$ cat src/rtl/program_memory_host.sv
// Host-side program memory for the computer core.
// Streams an image in, serves the CPU until halt or timeout, then streams it out.
module program_memory_host #(
  parameter int DW          = 8,
  parameter int AW          = 5,
  parameter int DEPTH       = 32,
  parameter int RUN_TIMEOUT = 100
) (
  input  logic          clk,
  input  logic          rst_n,
  input  logic          ld_valid,
  input  logic [DW-1:0] ld_data,
  output logic          ld_ready,
  output logic          cpu_start,
  input  logic          cpu_halt,
  input  logic          cpu_we,
  input  logic [AW-1:0] cpu_addr,
  input  logic [DW-1:0] cpu_wdata,
  output logic [DW-1:0] cpu_rdata,
  output logic          dp_valid,
  output logic [DW-1:0] dp_data,
  output logic          dp_last,
  input  logic          dp_ready,
  output logic          timeout,
  output logic [1:0]    phase
);

  localparam int CW = $clog2(RUN_TIMEOUT + 1);
  localparam logic [CW-1:0] RT_LAST = CW'(RUN_TIMEOUT - 1);
  localparam logic [AW-1:0] P_LAST  = AW'(DEPTH - 1);

  typedef enum logic [1:0] {
    LOAD = 2'b00,
    RUN  = 2'b01,
    DUMP = 2'b10
  } phase_t;

  phase_t        state;
  logic [AW-1:0] ptr;
  logic [CW-1:0] run_cnt;
  logic          ptr_last;

  logic [DW-1:0] mem [DEPTH];
  logic          mem_we;
  logic [AW-1:0] mem_waddr;
  logic [DW-1:0] mem_wdata;

  assign ptr_last  = (ptr == P_LAST);
  assign ld_ready  = (state == LOAD);
  assign cpu_start = (state == RUN);
  assign dp_valid  = (state == DUMP);
  assign dp_last   = dp_valid & ptr_last;
  assign dp_data   = mem[ptr];
  assign cpu_rdata = mem[cpu_addr];
  assign phase     = state;

  // Single write port shared by the loader and the CPU.
  always_comb begin
    mem_we    = 1'b0;
    mem_waddr = ptr;
    mem_wdata = ld_data;
    if (state == LOAD && ld_valid) begin
      mem_we = 1'b1;
    end else if (state == RUN && cpu_we) begin
      mem_we    = 1'b1;
      mem_waddr = cpu_addr;
      mem_wdata = cpu_wdata;
    end
  end

  // Contents survive reset on purpose.
  always_ff @(posedge clk) begin
    if (mem_we)
      mem[mem_waddr] <= mem_wdata;
  end

  always_ff @(posedge clk or negedge rst_n) begin
    if (!rst_n) begin
      state   <= LOAD;
      ptr     <= '0;
      run_cnt <= '0;
      timeout <= 1'b0;
    end else begin
      unique case (1'b1)
        state == LOAD: begin
          if (ld_valid) begin
            if (ptr_last) begin
              ptr     <= '0;
              run_cnt <= '0;
              timeout <= 1'b0;
              state   <= RUN;
            end else begin
              ptr <= ptr + AW'(1);
            end
          end
        end
        state == RUN: begin
          run_cnt <= run_cnt + CW'(1);
          // A halt left over from before start is ignored.
          if (cpu_halt && run_cnt != '0) begin
            state <= DUMP;
          end else if (run_cnt == RT_LAST) begin
            state   <= DUMP;
            timeout <= 1'b1;
          end
        end
        state == DUMP: begin
          if (dp_ready) begin
            if (ptr_last) begin
              ptr     <= '0;
              run_cnt <= '0;
              state   <= LOAD;
            end else begin
              ptr <= ptr + AW'(1);
            end
          end
        end
        default: state <= LOAD;
      endcase
    end
  end

endmodule
$ cat config.mk
export PLATFORM = sky130hd
export DESIGN_NAME = program_memory_host
export DESIGN_NICKNAME = d
export VERILOG_FILES = /design/src/rtl/program_memory_host.sv
export SDC_FILE = /design/constraint.sdc
export NUM_CORES = 1
export LEC_CHECK = 0
export ABC_CLOCK_PERIOD_IN_PS = 2600
export BUFFER_PORTS_ARGS = -buffer_cell sky130_fd_sc_hd__buf_2
export CAP_MARGIN = 25
export CORE_UTILIZATION = 44
export CTS_CLUSTER_DIAMETER = 100
export CTS_CLUSTER_SIZE = 14
export DETAILED_ROUTE_END_ITERATION = 6
export GPL_TIMING_DRIVEN = 0
export SYNTH_ARGS = -nofsm -noshare
export SYNTH_HDL_FRONTEND = slang
export SYNTH_SLANG_ARGS = --single-unit
$ cat constraint.sdc
create_clock -name clk -period 2.6 [get_ports clk]
set_clock_uncertainty 0.05 [all_clocks]
set_input_delay 0.26 -clock clk [delete_from_list [all_inputs] [get_ports clk]]
set_output_delay 0.26 -clock clk [all_outputs]
set_load 0.01 [all_outputs]
==> results.py <==
metrics = {
    "finish": {
        "design_area_um2": 15830,
        "final_cells": 1339,
        "multi_input_area_um2": 5554,
        "syn2layout_area_growth_pct": 20.28,
        "regArea_um2": 8064,
        "layout.nets": 970,
        "antennaDiodeCount": 0,
        "drive_gt1_frac": 0.3288,
        "fillerInstances": 2312,
    },
    "floorplan": {
        "die_y_um": 175.0,
        "fp.dieArea_um2": 30610,
        "core_region_area_um2": 29090,
        "ios": 50,
        "start_util": 0.4524,
        "std_cell_rows": 62,
        "die_w_um": 175.0,
    },
    "synthesis": {
        "avgSynthCellArea_um2": 15.61,
        "ys.flop_type": "edfxtp_1",
        "yosys_register_bits": 271,
        "post_synth_inst_count": 843,
        "post-synth-top-count-cell": "edfxtp_1",
        "syn_area_um2": 13160,
        "synth_edf_count": 256,
        "yosysUniqueCellTypes": 46,
        "yosys.area.top_type": "edfxtp_1",
        "synth_top_area_share": 0.5841,
        "ys_async_sr_fraction": 0.05535,
        "synth_common_cells": "edfxtp_1 (256), mux2i_1 (165), a22oi_1 (72), a21oi_1 (50), nor2_1 (38)",
        "syn_nets": 874,
        "yosysWarnings": 0,
        "synth.area.top_cells": "edfxtp_1 (58%), mux2i_1 (13%), mux4_2 (6.0%)",
        "seq_area_frac_synth": 0.6126,
    },
    "global_route": {
        "antenna_found_initial": 0,
        "grt_pass1_vias": 8358,
        "grt_first_pass_wirelength_mm": 57.84,
        "grt_max_degree": 33,
        "overflow": 0,
        "grt_util_all_layers": 0.2627,
    },
    "hold_path": {
        "holdPathStages": 3,
        "hold_class": "in2reg",
        "hold_start": "cpu_halt",
        "hold_end": "phase[0]$_DFFE_PN0P_",
    },
    "worst_setup_path": {
        "r2r_cells": 11,
        "cp_cell_sequence": "buf_6 > buf_12 > mux4_2 > a22o_4 > a211oi_4 > a21oi_2 > buf_2",
        "worstSetupPathType": "reg2out",
        "cpPeakStageDelay_ns": 0.52,
        "r2r_start": "ptr[0]$_DFFE_PN0P_",
        "crit_required_ns": 2.29,
        "ff2ff_setup_slack_ns": 0.06,
        "r2r-end": "mem[23][2]$_DFFE_PP_",
        "slowest_stage": "mux4_2",
        "cp-start-kind": "flip-flop",
        "end_kind": "primary output",
        "cp_data_arrival_time_ns": 2.64,
        "path_max_fanout": 10,
    },
    "sta": {
        "worst_slew_pin_slew_ns": 0.7794,
        "clock.fmax_ghz": 0.3396,
        "rsz0062_at_grt": "true",
        "min_period_over_period": 1.133,
        "period_minus_slack_ns": 2.945,
        "timing.final.ws_setup_ns": -0.3450,
        "setup_violations": 9,
        "hold_viol": 0,
        "max-slew-margin-rel": 0.4804,
        "hold_slack_ns": 0.04265,
        "slew_viol_final": 0,
    },
    "placement": {
        "placed_cells": 1275,
        "post-place-ws_ns": -0.5341,
        "gp_congestion": 0.9774,
        "hpwl_mm": 28.53,
        "dpl_cell_area_um2": 13880,
        "numPortBuffers": 48,
    },
    "drt": {
        "vias": 8578,
        "drc": 0,
        "via_per_inst": 6.406,
        "firstDrtPassIters": 5,
        "wl_mm": 39.94,
        "ant_nets": 0,
        "drt_iter0_drc": 909,
        "detail_route.wl_per_cell_um": 29.83,
    },
    "clocking": {
        "cts_buffers": 23,
        "cts_buffer_depth": 3,
        "cts_tree": "built",
        "clkLatencyLatePin_ns": 0.52,
        "cts_max_level": 1,
        "clk_pin_slew_ns": 0.07,
        "clock-sinks": 271,
        "root_buffer": "clkbuf_16",
    },
    "run": {
        "max-cap-violations": 0,
    },
    "status": {
        "status": "finished with violations",
        "failed_checks": "setup timing",
    },
    "power_and_ir_drop": {
        "leakage_nw": 5.343,
        "powerDensity_nw_per_um2": 897.3,
        "ir_drop_v": 0.0003841,
    },
}
registers in the layout, indices dropped and copies added, names as in the netlist:
name / flops
phase: 2
timeout: 1
mem: 256
run_cnt: 7
ptr: 5
worst max-delay path: cells and delay by family, from the launching register on:
kind	cells	cell delay (ns)
buf+inv	3	0.47
mux	1	0.52
compound gates	3	0.72
flops	1	0.40
metrics by stage:
step | power, mW | setup TNS (ns) | utilization
4_1_cts | 13.84 | -2.631 | 0.5323
3_5_place_dp | 9.468 | -90.98 | 0.4772
3_3_place_gp | 9.434 | -85.48 | 0.4772
5_1_grt | 14.64 | -3.384 | 0.5442
2_1_floorplan | 8.042 | 0 | -
6_report | 14.20 | -2.530 | 0.5442
worst max-delay path by stage:
stage | slack [ns] | startpoint | depth (start not counted) | to
final | -0.35 | ptr[0]$_DFFE_PN0P_ | 7 | dp_data[1]
after global routing | -0.39 | ptr[0]$_DFFE_PN0P_ | 8 | dp_data[5]
after global placement | -0.54 | ptr[3]$_DFFE_PN0P_ | 6 | dp_data[2]
after detailed placement | -0.53 | ptr[0]$_DFFE_PN0P_ | 8 | mem[13][2]$_DFFE_PP_
after floorplan | 0.33 | ptr[0]$_DFFE_PN0P_ | 7 | mem[0][0]$_DFFE_PP_
after CTS | -0.36 | ptr[0]$_DFFE_PN0P_ | 8 | dp_data[2]
cell type report:
| class | count | area share |
|---|---|---|
| Clock buffer | 40 | 0.04039 |
| Buffer | 64 | 0.03075 |
| Sequential cell | 271 | 0.5094 |
| Clock inverter | 1 | 0.0007113 |
| Multi-Input combinational cell | 505 | 0.3509 |
| Inverter | 3 | 0.0007113 |
| Timing Repair Buffer | 71 | 0.03683 |
| Tap cell | 384 | 0.03035 |
where the power goes:
group	switching [mW]	internal (mW)
clock	1.55	1.67
combinational	3.23	2.46
sequential	0.214	5.08
total	4.99	9.21
layout by cell type, fill, tap and decap left out, types with 4 or more instances in the layout:
master     Yosys  routed
o21ai_0        7       7
nor2_4         0      32
xor2_1         5       5
buf_2         16      62
buf_4         11      17
nand3_4        0       4
nor4_2         0       4
a211oi_4       0       5
ha_1           4       4
nor2_1        38       5
a22oi_1       72      64
a211oi_2       0       9
buf_6          5       4
a22o_1        10       8
clkbuf_1      26      28
dfrtp_1       15      14
a21oi_2        1       6
o221ai_2       0       6
nor4_1         9       5
clkbuf_2       1      14
mux4_2        35      41
mux4_1        13       7
mux2i_1      165     144
a21oi_1       50      43
o22ai_1        8       7
mux2i_4        0      18
edfxtp_1     256     256
mux2_2        15      15
clkbuf_16      0      24
nand2_1        7       5
buf_12         2      14
nand3_2        0       5
a22oi_2        0       8
nor2b_1        6       6
layer usage:
metal,GRT usage,up-vias,wire length (µm),share of wire
li1,-,3651,-,-
met1,0.3906,4404,17390,0.44
met2,0.3811,458,17200,0.43
met3,0.05461,65,3905,0.098
met4,0.09275,0,1441,0.036
met5,0,-,0,0
kinds of logic after synthesis:
logic type	Yosys count	share of synthesized area
compound gates	175	0.09041
xor+xnor	5	0.003327
fa+ha+maj	4	0.003803
buf+inv	67	0.02995
flops	271	0.6126
mux	228	0.2242
simple gates	93	0.03575
timing repair:
action	in CTS	in global routing
setup endpoints to repair	274	270
hold buffers	2	0
resized for setup	185	50
pin swaps	19	17
hold endpoints to repair	16	0
cloned	1	1
setup buffers	13	6
Note: power is estimated with default switching activity, not from simulation.
